===== src/rtl/cam_color_tracker_pkg.sv =====
// Shared types and pixel-classification helpers for the camera colour tracker.
package cam_track_pkg;

    typedef enum logic [2:0] {
        OP_SCAN    = 3'd0,
        OP_FORWARD = 3'd1,
        OP_LEFT    = 3'd2,
        OP_RIGHT   = 3'd3,
        OP_STOP    = 3'd4
    } op_mode_t;

    typedef enum logic [1:0] {
        COL_RED   = 2'd0,
        COL_GREEN = 2'd1,
        COL_BLUE  = 2'd2,
        COL_WHITE = 2'd3
    } color_sel_t;

    typedef enum logic [1:0] {
        ST_IDLE   = 2'd0,
        ST_DECIDE = 2'd1,
        ST_COMMIT = 2'd2
    } fsm_state_t;

    // Channel classification looks only at the two most significant bits.
    function automatic logic chan_hi(input logic [1:0] top2);
        return &top2;
    endfunction

    function automatic logic chan_lo(input logic [1:0] top2);
        return ~|top2;
    endfunction

endpackage


===== src/rtl/cam_color_tracker_if.sv =====
// Pixel stream in, behaviour decision out. The stream has no backpressure:
// a pixel is taken on every clock edge where in_valid is high; mode_valid is a
// single-cycle strobe and operate_mode is stable whenever it is high and holds after.
interface cam_color_tracker_if #(
    parameter int PIX_W = 12
);
    import cam_track_pkg::*;

    logic             in_valid;
    logic [PIX_W-1:0] in_data;
    logic [1:0]       color_mode;
    op_mode_t         operate_mode;
    logic             mode_valid;
    fsm_state_t       dbg_state;

    modport master (
        output in_valid, in_data, color_mode,
        input  operate_mode, mode_valid, dbg_state
    );

    modport slave (
        input  in_valid, in_data, color_mode,
        output operate_mode, mode_valid, dbg_state
    );

endinterface


===== src/rtl/cam_color_match.sv =====
// Registered colour classifier: one pipeline stage that carries the pixel's
// zone and last-pixel tags alongside the hit flag.
module cam_color_match
    import cam_track_pkg::*;
#(
    parameter int PIX_W = 12,
    parameter int ZN_W  = 2
) (
    input  logic             clk,
    input  logic             reset,
    input  logic             i_valid,
    input  logic [PIX_W-1:0] i_data,
    input  color_sel_t       i_color,
    input  logic [ZN_W-1:0]  i_zone,
    input  logic             i_last,
    output logic             o_hit,
    output logic [ZN_W-1:0]  o_zone,
    output logic             o_last
);
    localparam int C = PIX_W / 3;

    logic [1:0] w_r, w_g, w_b;
    logic       w_hit;
    logic       w_unused_bits;
    logic       r_hit, r_last;
    logic [ZN_W-1:0] r_zone;

    assign w_r = i_data[PIX_W-1 -: 2];
    assign w_g = i_data[2*C-1 -: 2];
    assign w_b = i_data[C-1 -: 2];
    assign w_unused_bits = ^i_data;

    always_comb begin
        w_hit = 1'b0;
        case (i_color)
            COL_RED:   w_hit = chan_hi(w_r) & chan_lo(w_g) & chan_lo(w_b);
            COL_GREEN: w_hit = chan_hi(w_g) & chan_lo(w_r) & chan_lo(w_b);
            COL_BLUE:  w_hit = chan_hi(w_b) & chan_lo(w_r) & chan_lo(w_g);
            COL_WHITE: w_hit = chan_hi(w_r) & chan_hi(w_g) & chan_hi(w_b);
            default:   w_hit = 1'b0;
        endcase
    end

    always_ff @(posedge clk) begin
        if (reset) begin
            r_hit  <= 1'b0;
            r_last <= 1'b0;
            r_zone <= '0;
        end else begin
            r_hit  <= i_valid & w_hit;
            r_last <= i_valid & i_last;
            r_zone <= i_zone;
        end
    end

    assign o_hit  = r_hit;
    assign o_last = r_last;
    assign o_zone = r_zone;

endmodule


===== src/rtl/cam_color_tracker.sv =====
// Frame-based colour tracker: per-zone hit histogram, end-of-frame decision FSM.
// Optional hysteresis on the applied behaviour is built when CAM_TRACK_HYST_EN is defined.
module cam_color_tracker
    import cam_track_pkg::*;
#(
    parameter int IMG_W        = 320,
    parameter int IMG_H        = 240,
    parameter int PIX_W        = 12,
    parameter int N_ZONES      = 3,
    parameter int HIT_THRESH   = 64,
    parameter int CLOSE_THRESH = 4096,
    parameter int HYST_FRAMES  = 2
) (
    input  logic clk,
    input  logic reset,
    cam_color_tracker_if.slave bus
);
    localparam int COL_W  = (IMG_W > 1) ? $clog2(IMG_W) : 1;
    localparam int ROW_W  = (IMG_H > 1) ? $clog2(IMG_H) : 1;
    localparam int ZN_W   = $clog2(N_ZONES);
    localparam int CNT_W  = $clog2(IMG_W * IMG_H + 1);
    localparam int ZONE_W = IMG_W / N_ZONES;

    localparam logic [COL_W-1:0] COL_LAST = COL_W'(IMG_W - 1);
    localparam logic [ROW_W-1:0] ROW_LAST = ROW_W'(IMG_H - 1);
    localparam logic [COL_W-1:0] ZC_LAST  = COL_W'(ZONE_W - 1);
    localparam logic [ZN_W-1:0]  ZN_LAST  = ZN_W'(N_ZONES - 1);
    localparam logic [ZN_W-1:0]  C_CENTRE = ZN_W'(N_ZONES / 2);

    if (N_ZONES < 3 || (N_ZONES % 2) == 0 || (PIX_W % 3) != 0 || PIX_W < 6 ||
        HYST_FRAMES < 1 || IMG_W < N_ZONES || IMG_H < 1) begin : g_bad_cfg
        $error("cam_color_tracker: unsupported parameter set");
    end

    logic [COL_W-1:0] r_col, r_zcnt;
    logic [ROW_W-1:0] r_row;
    logic [ZN_W-1:0]  r_zone;
    color_sel_t       r_color;
    logic             w_first, w_last;
    color_sel_t       w_color;

    logic             w_m_hit, w_m_last;
    logic [ZN_W-1:0]  w_m_zone;

    logic [CNT_W-1:0] r_cnt  [N_ZONES];
    logic [CNT_W-1:0] r_snap [N_ZONES];

    fsm_state_t       r_state, w_state;
    logic [ZN_W-1:0]  r_idx, w_idx, r_max_idx, w_max_idx;
    logic [CNT_W-1:0] r_max, w_max, r_total, w_total, w_snap_i;
    op_mode_t         r_op, w_op, w_cand;
    logic             r_mode_valid, w_mode_valid;

    assign w_first = (r_col == '0) && (r_row == '0);
    assign w_last  = (r_col == COL_LAST) && (r_row == ROW_LAST);
    // The first pixel of a frame is classified with the colour being latched for it.
    assign w_color = w_first ? color_sel_t'(bus.color_mode) : r_color;

    always_ff @(posedge clk) begin
        if (reset) begin
            r_col   <= '0;
            r_row   <= '0;
            r_zone  <= '0;
            r_zcnt  <= '0;
            r_color <= COL_RED;
        end else if (bus.in_valid) begin
            if (w_first) r_color <= color_sel_t'(bus.color_mode);
            if (r_col == COL_LAST) begin
                r_col  <= '0;
                r_zone <= '0;
                r_zcnt <= '0;
                r_row  <= (r_row == ROW_LAST) ? '0 : r_row + ROW_W'(1);
            end else begin
                r_col <= r_col + COL_W'(1);
                // The last zone never advances, so it absorbs the remainder columns.
                if (r_zcnt == ZC_LAST && r_zone != ZN_LAST) begin
                    r_zone <= r_zone + ZN_W'(1);
                    r_zcnt <= '0;
                end else begin
                    r_zcnt <= r_zcnt + COL_W'(1);
                end
            end
        end
    end

    cam_color_match #(
        .PIX_W (PIX_W),
        .ZN_W  (ZN_W)
    ) u_match (
        .clk     (clk),
        .reset   (reset),
        .i_valid (bus.in_valid),
        .i_data  (bus.in_data),
        .i_color (w_color),
        .i_zone  (r_zone),
        .i_last  (w_last),
        .o_hit   (w_m_hit),
        .o_zone  (w_m_zone),
        .o_last  (w_m_last)
    );

    // Snapshot includes the last pixel's own hit; live counters restart at zero.
    always_ff @(posedge clk) begin
        if (reset) begin
            for (int z = 0; z < N_ZONES; z++) begin
                r_cnt[z]  <= '0;
                r_snap[z] <= '0;
            end
        end else if (w_m_last) begin
            for (int z = 0; z < N_ZONES; z++) begin
                r_snap[z] <= r_cnt[z] +
                             ((w_m_hit && w_m_zone == ZN_W'(z)) ? CNT_W'(1) : CNT_W'(0));
                r_cnt[z]  <= '0;
            end
        end else if (w_m_hit) begin
            for (int z = 0; z < N_ZONES; z++) begin
                if (w_m_zone == ZN_W'(z)) r_cnt[z] <= r_cnt[z] + CNT_W'(1);
            end
        end
    end

    always_comb begin
        w_cand = OP_SCAN;
        if (32'(r_total) >= CLOSE_THRESH)   w_cand = OP_STOP;
        else if (32'(r_max) < HIT_THRESH)   w_cand = OP_SCAN;
        else if (r_max_idx == C_CENTRE)     w_cand = OP_FORWARD;
        else if (r_max_idx < C_CENTRE)      w_cand = OP_LEFT;
        else                                w_cand = OP_RIGHT;
    end

`ifdef CAM_TRACK_HYST_EN
    localparam int HC_W = $clog2(HYST_FRAMES + 1);
    op_mode_t        r_prev, w_prev;
    logic [HC_W-1:0] r_agree, w_agree;
`endif

    assign w_snap_i = r_snap[r_idx];

    always_comb begin
        w_state      = r_state;
        w_idx        = r_idx;
        w_max        = r_max;
        w_max_idx    = r_max_idx;
        w_total      = r_total;
        w_op         = r_op;
        w_mode_valid = 1'b0;
`ifdef CAM_TRACK_HYST_EN
        w_prev       = r_prev;
        w_agree      = r_agree;
`endif
        case (r_state)
            ST_DECIDE: begin
                if (r_idx == '0) begin
                    w_max     = w_snap_i;
                    w_max_idx = '0;
                    w_total   = w_snap_i;
                end else begin
                    w_total = r_total + w_snap_i;
                    // Strict '>' keeps the lower index on ties; the centre zone wins ties outright.
                    if (w_snap_i > r_max || (w_snap_i == r_max && r_idx == C_CENTRE)) begin
                        w_max     = w_snap_i;
                        w_max_idx = r_idx;
                    end
                end
                if (r_idx == ZN_LAST) begin
                    w_state = ST_COMMIT;
                    w_idx   = '0;
                end else begin
                    w_idx = r_idx + ZN_W'(1);
                end
            end
            ST_COMMIT: begin
                w_state      = ST_IDLE;
                w_mode_valid = 1'b1;
`ifdef CAM_TRACK_HYST_EN
                if (w_cand == OP_STOP) begin
                    w_prev  = OP_STOP;
                    w_agree = HC_W'(1);
                    w_op    = OP_STOP;
                end else begin
                    if (w_cand == r_prev && r_agree != '0) begin
                        if (r_agree < HC_W'(HYST_FRAMES)) w_agree = r_agree + HC_W'(1);
                    end else begin
                        w_prev  = w_cand;
                        w_agree = HC_W'(1);
                    end
                    if (w_agree >= HC_W'(HYST_FRAMES)) w_op = w_cand;
                end
`else
                w_op = w_cand;
`endif
            end
            default: w_state = ST_IDLE;
        endcase
        // A new frame end abandons whatever decision is still in flight.
        if (w_m_last) begin
            w_state      = ST_DECIDE;
            w_idx        = '0;
            w_op         = r_op;
            w_mode_valid = 1'b0;
`ifdef CAM_TRACK_HYST_EN
            w_prev       = r_prev;
            w_agree      = r_agree;
`endif
        end
    end

    always_ff @(posedge clk) begin
        if (reset) begin
            r_state      <= ST_IDLE;
            r_idx        <= '0;
            r_max        <= '0;
            r_max_idx    <= '0;
            r_total      <= '0;
            r_op         <= OP_SCAN;
            r_mode_valid <= 1'b0;
`ifdef CAM_TRACK_HYST_EN
            r_prev       <= OP_SCAN;
            r_agree      <= '0;
`endif
        end else begin
            r_state      <= w_state;
            r_idx        <= w_idx;
            r_max        <= w_max;
            r_max_idx    <= w_max_idx;
            r_total      <= w_total;
            r_op         <= w_op;
            r_mode_valid <= w_mode_valid;
`ifdef CAM_TRACK_HYST_EN
            r_prev       <= w_prev;
            r_agree      <= w_agree;
`endif
        end
    end

    assign bus.operate_mode = r_op;
    assign bus.mode_valid   = r_mode_valid;
    assign bus.dbg_state    = r_state;

endmodule

===== src/flat_wrapper.sv =====
// flat-port wrapper written by rule: the top's interface ports become plain ports
module cam_color_tracker_flat import cam_track_pkg::*;
#(
    parameter int IMG_W        = 320,
    parameter int IMG_H        = 240,
    parameter int PIX_W        = 12,
    parameter int N_ZONES      = 3,
    parameter int HIT_THRESH   = 64,
    parameter int CLOSE_THRESH = 4096,
    parameter int HYST_FRAMES  = 2
)
  (clk, reset, bus_in_valid, bus_in_data, bus_color_mode, bus_operate_mode, bus_mode_valid, bus_dbg_state);
  cam_color_tracker_if #(.PIX_W(PIX_W)) bus_i ();
  input  logic clk;
  input  logic reset;
  input wire logic [$bits(bus_i.in_valid)-1:0] bus_in_valid;
  input wire logic [$bits(bus_i.in_data)-1:0] bus_in_data;
  input wire logic [$bits(bus_i.color_mode)-1:0] bus_color_mode;
  output wire logic [$bits(bus_i.operate_mode)-1:0] bus_operate_mode;
  output wire logic [$bits(bus_i.mode_valid)-1:0] bus_mode_valid;
  output wire logic [$bits(bus_i.dbg_state)-1:0] bus_dbg_state;
  assign bus_i.in_valid = bus_in_valid;
  assign bus_i.in_data = bus_in_data;
  assign bus_i.color_mode = bus_color_mode;
  assign bus_operate_mode = bus_i.operate_mode;
  assign bus_mode_valid = bus_i.mode_valid;
  assign bus_dbg_state = bus_i.dbg_state;
  cam_color_tracker #(.IMG_W(IMG_W), .IMG_H(IMG_H), .PIX_W(PIX_W), .N_ZONES(N_ZONES), .HIT_THRESH(HIT_THRESH), .CLOSE_THRESH(CLOSE_THRESH), .HYST_FRAMES(HYST_FRAMES)) u_core (.clk(clk), .reset(reset), .bus(bus_i));
endmodule

===== config.mk =====
export PLATFORM = sky130hd
export DESIGN_NAME = cam_color_tracker_flat
export DESIGN_NICKNAME = d
export VERILOG_FILES = /design/src/rtl/cam_color_tracker_pkg.sv /design/src/rtl/cam_color_tracker_if.sv /design/src/rtl/cam_color_match.sv /design/src/rtl/cam_color_tracker.sv /design/src/flat_wrapper.sv
export SDC_FILE = /design/constraint.sdc
export NUM_CORES = 1
export LEC_CHECK = 0
export BUFFER_PORTS_ARGS = -buffer_cell sky130_fd_sc_hd__buf_4
export CELL_PAD_IN_SITES_DETAIL_PLACEMENT = 1
export CELL_PAD_IN_SITES_GLOBAL_PLACEMENT = 1
export CORE_ASPECT_RATIO = 0.5
export CORE_MARGIN = 5
export CORE_UTILIZATION = 40
export CTS_BUF_LIST = sky130_fd_sc_hd__clkbuf_8
export DETAILED_ROUTE_END_ITERATION = 8
export PLACE_DENSITY = 0.79
export SLEW_MARGIN = 20
export SYNTH_ARGS = -nofsm -noshare
export SYNTH_HDL_FRONTEND = slang
export SYNTH_HIERARCHICAL = 1
export SYNTH_SLANG_ARGS = --single-unit

===== constraint.sdc =====
create_clock -name clk -period 7.4 [get_ports clk]
set_input_delay 1.11 -clock clk [delete_from_list [all_inputs] [get_ports clk]]
set_output_delay 1.11 -clock clk [all_outputs]
set_load 0.02 [all_outputs]

==> results.json, run 1 <==
{
  "synth.avg_cell_area_um2": 9.25,
  "drc": 0,
  "finalSetupViolCount": 0,
  "routedWlPerCell_um": 16.9,
  "viasPerCell": 5.41,
  "cap_viol_max_count": 0,
  "synthArstFlopShare": 0,
  "routed.top_layer": "met4",
  "core_area_um2": 25100,
  "drt_pass1_iterations": 5,
  "ys.flop_type": "edfxtp_1",
  "final_util": 0.435,
  "worst_slew_pin_slew_ns": 0.954,
  "antenna-diode-count": 0,
  "wirelength_um": 24500,
  "fillers": 2871,
  "fin_crit_sh": 0.517,
  "ys_seq_elements": 182,
  "end_kind": "flip-flop",
  "synth_fp_nets": 1163,
  "grt_use_total": 0.174,
  "ctsHtreeMaxLevel": 4,
  "ys_warn_count": 6,
  "p_leak_nw": 3.70,
  "hp-start": "u_core/r_total[2]$_SDFFE_PP0P_",
  "arrival_ns": 4.23,
  "die_y_um": 123,
  "fin_crit_ns": 3.82,
  "root_buffer": "clkbuf_8",
  "synth_seq_area_share": 0.460,
  "io_pins": 23,
  "drive_gt1_frac": 0.0778,
  "finalPower_mw": 1.83,
  "slew_violations": 0,
  "min_path_cells": 2,
  "cts_buffers": 17,
  "placed_cell_area_um2": 10600,
  "synth.top_cell.area_share": 0.302,
  "antenna_found_initial": 0,
  "grt_overflow": 0,
  "nNetsFinal": 1160,
  "min_to": "u_core/r_total[2]$_SDFFE_PP0P_",
  "syn2layout_area_growth_pct": 7.53,
  "drtIter0Drc": 454,
  "wl_met1_um": 11300,
  "synth.distinct_cells": 70,
  "start_kind": "flip-flop",
  "start_util": 0.404,
  "met3_length_um": 909,
  "critPathRequiredTime_ns": 7.81,
  "cts_resized": 0,
  "ff2ff_path_depth": 12,
  "clk_pin_slew_worst_paths_ns": 0.10,
  "first_global_vias": 8306,
  "p_per_area_nw_per_um2": 168,
  "clk_latency_ns": 0.48,
  "dieArea_um2": 28800,
  "fmax_ghz": 0.261,
  "rsz0062_at_grt": "false",
  "hold_path.class": "flip-flop to flip-flop",
  "syn_inst": 1096,
  "cts_setup_buffers": 0,
  "clk_path_buf_depth": 2,
  "ys_top_cells_by_area": "edfxtp_1 30%, dfxtp_1 16%, xor2_1 6.1%",
  "tns_ns": 0,
  "cts_sinks": 182,
  "drtAntennaViolNets": 0,
  "netlist_area_um2": 10100,
  "fin_skew_ns": 0.0151,
  "tritoncts": "done",
  "grt_pass1_wl_um": 41100,
  "reg2reg_to": "u_core/r_max[3]$_SDFFE_PP0P_",
  "crit_type": "flip-flop to flip-flop",
  "die_w_um": 235,
  "r2r_slack_ns": 3.58,
  "met2WireLength_um": 11800,
  "synth_edf_count": 102,
  "hold_ws_ns": 0.465,
  "ir_worst_vdd_mv": 0.0973,
  "holdBufCountCts": 0,
  "final_area_um2": 10900,
  "yosysTopAreaCell": "edfxtp_1",
  "num_vias": 7846,
  "io_buffer_count": 16,
  "grt_max_degree": 61,
  "dp_hpwl_um": 17300,
  "maxSlewHeadroom": 0.364,
  "place_congestion": 0.885,
  "finalHoldViolations": 0,
  "status": "finished, final reports clean",
  "num_rows": 41,
  "cp_max_fo": 19
}
-- logic make-up (layout without fill, tap and decap cells) --
kind of cell	Yosys count	after routing	synth area share
fa+ha+maj	50	50	0.0624
simple gates	457	457	0.216
mux	21	21	0.0210
xor+xnor	106	106	0.0916
compound gates	195	195	0.114
flops	182	182	0.460
buf+inv	85	95	0.0348
-- stage by stage --
step	worst slack [ns]	cells
5_1_grt	3.31	1450
3_5_place_dp	3.69	1418
2_1_floorplan	4.62	1096
6_report	3.58	1450
3_3_place_gp	3.83	1418
4_1_cts	3.59	1450
-- flip-flops by register name (all words and copies together), names as in the netlist, 3 cells and up, named ones only --
name	cells
u_core/bus.operate_mode	3
u_core/r_cnt	51
u_core/r_col	9
u_core/r_max	17
u_core/r_row	8
u_core/r_snap	51
u_core/r_total	17
u_core/r_zcnt	9
-- cells in the mapped netlist (3+ instances only) --
cell type  number
or3_1          19
nor3_1         15
a311oi_1        6
a21oi_1        72
ha_1           49
edfxtp_1      102
nor4_1          8
a21o_1         15
mux2i_1        19
and3_1         11
and2_1         11
clkbuf_1       33
nor2_1        161
and4_1          6
nand2b_1        8
xor2_1         71
o21bai_1        3
nor2b_1         8
nand4_1        16
xnor2_1        35
o21ai_0        70
a211oi_1        8
nand2_1        97
buf_2          10
or2_2           7
nand3_1        68
nor4b_1         3
inv_1          38
dfxtp_1        80
-- worst max path at each step --
stage                                            end      start  depth (start not counted)  slack [ns]
finish                  u_core/r_max[3]$_SDFFE_PP0P_  flip-flop                         12        3.58
floorplan            u_core/r_total[16]$_SDFFE_PP0P_  flip-flop                         12        4.62
global placement    u_core/r_max_idx[0]$_SDFFE_PP0P_  flip-flop                         12        3.83
global route        u_core/r_max_idx[0]$_SDFFE_PP0P_  flip-flop                          9        3.31
CTS                     u_core/r_max[3]$_SDFFE_PP0P_  flip-flop                         12        3.59
detailed placement      u_core/r_max[3]$_SDFFE_PP0P_  flip-flop                         12        3.69
-- cells in the final DEF (no fill, tap or decap), drive strengths merged, types with 6 or more instances in the layout --
| cell | synthesis | layout |
|---|---|---|
| a311oi | 6 | 6 |
| ha | 49 | 49 |
| edfxtp | 102 | 102 |
| nor2 | 163 | 163 |
| a211oi | 8 | 8 |
| nand2b | 8 | 8 |
| xnor2 | 35 | 35 |
| and2 | 12 | 12 |
| clkinv | 0 | 8 |
| or3 | 20 | 20 |
| a21oi | 73 | 73 |
| mux2i | 19 | 19 |
| dfxtp | 80 | 80 |
| nand4 | 17 | 17 |
| nor2b | 8 | 8 |
| xor2 | 71 | 71 |
| nor3 | 16 | 16 |
| clkbuf | 34 | 17 |
| nand2 | 97 | 97 |
| o21ai | 71 | 71 |
| and4 | 6 | 6 |
| buf | 13 | 25 |
| nand3 | 68 | 68 |
| inv | 38 | 42 |
| a21o | 15 | 15 |
| and3 | 12 | 12 |
| or2 | 9 | 9 |
| nor4 | 11 | 11 |
-- metal layers --
layer,global-route usage,up-vias
li1,-,3844
met4,0.0554,0
met1,0.218,3835
met5,0,-
met3,0.0373,36
met2,0.306,131
-- worst max-delay path, cell delays in order (launching register included) --
cell      delay, ns
dfxtp_1        0.32
buf_4          0.30
mux2i_1        0.38
nor2_1         0.09
a21oi_2        0.40
inv_1          0.14
ha_1           0.33
nand4_1        0.16
or2_1          0.32
nor4_2         0.28
nand2b_1       0.56
o21ai_0        0.23
a21oi_1        0.21
-- final cells by class --
cell class / instances / area, µm² / area share
Inverter: 38 / 144 / 0.0132
Timing Repair Buffer: 25 / 188 / 0.0172
Clock buffer: 17 / 234 / 0.0215
Sequential cell: 182 / 4660 / 0.428
Multi-Input combinational cell: 829 / 5140 / 0.471
Clock inverter: 15 / 106 / 0.00975
Tap cell: 344 / 430 / 0.0395
-- report_power, final --
part           leakage, nW  switching, mW  internal [mW]
clock network        0.178          0.385          0.233
logic                 1.84         0.0635         0.0376
registers             1.68         0.0230           1.09
Power figures use the tool's default switching activity.
==> run 2, diff against run 1 <==
clock period = 3.95 ns   (was 7.4 ns; I/O delays follow)
==> results.json, run 2 (synthesis gave the netlist of run 1 again) <==
{
  "reg2reg_to": "u_core/r_total[16]$_SDFFE_PP0P_",
  "cap_viol_max_count": 0,
  "tns_ns": 0,
  "swShare": 0.242,
  "syn2layout_area_growth_pct": 8.63,
  "seq_power_share": 0.608,
  "final_common_cell": "nor2_1",
  "fillers": 2904,
  "hold_ws_ns": 0.435,
  "clock_power_share": 0.334,
  "die_y_um": 123,
  "grt_pass1_wl_um": 41400,
  "grt_overflow": 0,
  "first_global_vias": 8421,
  "r2r_slack_ns": 0.35,
  "tritoncts": "done",
  "switching_power_uw": 827,
  "io_pins": 23,
  "num_vias": 7815,
  "ctsHtreeMaxLevel": 4,
  "multi_input_area_um2": 5140,
  "io_buffer_count": 16,
  "holdBufCountCts": 0,
  "hp-start": "bus_in_data[2]",
  "cts_setup_buffers": 0,
  "num_rows": 41,
  "ff2ff_path_depth": 11,
  "status": "finished, final reports clean",
  "drive_gt1_frac": 0.0840,
  "die_w_um": 235,
  "min_to": "u_core/u_match/o_hit$_SDFF_PP0_",
  "ir_worst_vdd_mv": 0.145,
  "p_int_mw": 2.60,
  "cts_sinks": 182,
  "crit_type": "flip-flop to flip-flop",
  "root_buffer": "clkbuf_8",
  "fin_crit_ns": 3.60,
  "clk_path_buf_depth": 2,
  "fin_skew_ns": 0.0143,
  "min_path_cells": 2,
  "combPwrFrac": 0.058,
  "dieArea_um2": 28800,
  "drt_pass1_iterations": 5,
  "drc": 0,
  "maxSlewHeadroom": 0.453,
  "antenna_found_initial": 0,
  "viasPerCell": 5.34,
  "rsz0062_at_grt": "false",
  "p_per_area_nw_per_um2": 311,
  "wirelength_um": 24600,
  "final_cell_mix": "160 x nor2_1, 102 x edfxtp_1, 97 x nand2_1, 80 x dfxtp_1, 72 x a21oi_1",
  "nNetsFinal": 1173,
  "fin_crit_sh": 0.911,
  "cts_buffers": 17,
  "hold_path.class": "input pin to flip-flop",
  "clk_pin_slew_worst_paths_ns": 0.09,
  "end_kind": "flip-flop",
  "finalHoldViolations": 0,
  "start_kind": "flip-flop",
  "start_util": 0.404,
  "clk_latency_ns": 0.47,
  "p_leak_nw": 3.78,
  "drtAntennaViolNets": 0,
  "grt_max_degree": 61,
  "seqCellArea_um2": 4660,
  "drtIter0Drc": 411,
  "worst_slew_pin_slew_ns": 0.812,
  "slew_violations": 0,
  "reg_top3": "u_core/r_cnt: 51 flops, u_core/r_snap: 51 flops",
  "routedWlPerCell_um": 16.8,
  "fmax_ghz": 0.278,
  "arrival_ns": 3.97,
  "finalSetupViolCount": 0,
  "place_congestion": 0.867,
  "cp_max_fo": 11,
  "core_area_um2": 25100,
  "grt_use_total": 0.175,
  "critPathRequiredTime_ns": 4.32,
  "dp_hpwl_um": 17600,
  "cts_resized": 0
}
run 2: power groups by stage:
stage	Clock, mW	Combinational [mW]	Sequential (mW)
floorplan	0	0.140	2.11
global placement	0	0.187	2.12
detailed placement	0	0.197	2.13
CTS	1.18	0.199	2.08
global route	1.27	0.222	2.09
finish	1.14	0.199	2.08
run 2: per-stage QoR:
step           worst slack [ns]   util  power, mW  instance area (µm²)  std cells
3_5_place_dp              0.445  0.426       2.32                10700       1431
4_1_cts                   0.404  0.439       3.47                11000       1463
6_report                  0.350  0.439       3.42                11000       1464
5_1_grt                  0.0152  0.439       3.58                11000       1463
2_1_floorplan              1.17      -       2.25                10100       1096
3_3_place_gp              0.489  0.425       2.31                10700       1431
run 2: worst max-delay path: stages, from the launching register on:
cell	delay (ns)
dfxtp_1	0.53
buf_4	0.30
mux2i_1	0.14
o21ai_0	0.57
ha_1	0.43
a21oi_1	0.22
o21ai_0	0.16
nor4_2	0.21
a21oi_1	0.14
a2111oi_0	0.53
nor4_1	0.09
nor4_1	0.18
run 2: worst max path at each step:
stage	start	to
after detailed placement	flip-flop	u_core/r_total[16]$_SDFFE_PP0P_
after global placement	flip-flop	u_core/r_max_idx[1]$_SDFFE_PP0P_
final	flip-flop	u_core/r_total[16]$_SDFFE_PP0P_
after CTS	flip-flop	u_core/r_total[16]$_SDFFE_PP0P_
after floorplan	flip-flop	u_core/r_total[16]$_SDFFE_PP0P_
after global routing	flip-flop	u_core/r_total[16]$_SDFFE_PP0P_
run 2: cell type report:
type | instances | area share
Antenna cell | 1 | 0.000227
Inverter | 38 | 0.0130
Clock inverter | 15 | 0.00943
Tap cell | 344 | 0.0391
Multi-Input combinational cell | 829 | 0.467
Clock buffer | 17 | 0.0212
Timing Repair Buffer | 38 | 0.0270
Sequential cell | 182 | 0.423
run 2: per-layer routing:
layer,global-route usage,vias up,part of all wire
li1,-,3866,-
met1,0.212,3816,0.46
met2,0.317,97,0.50
met3,0.0339,36,0.027
met4,0.0598,0,0.017
met5,0,-,0
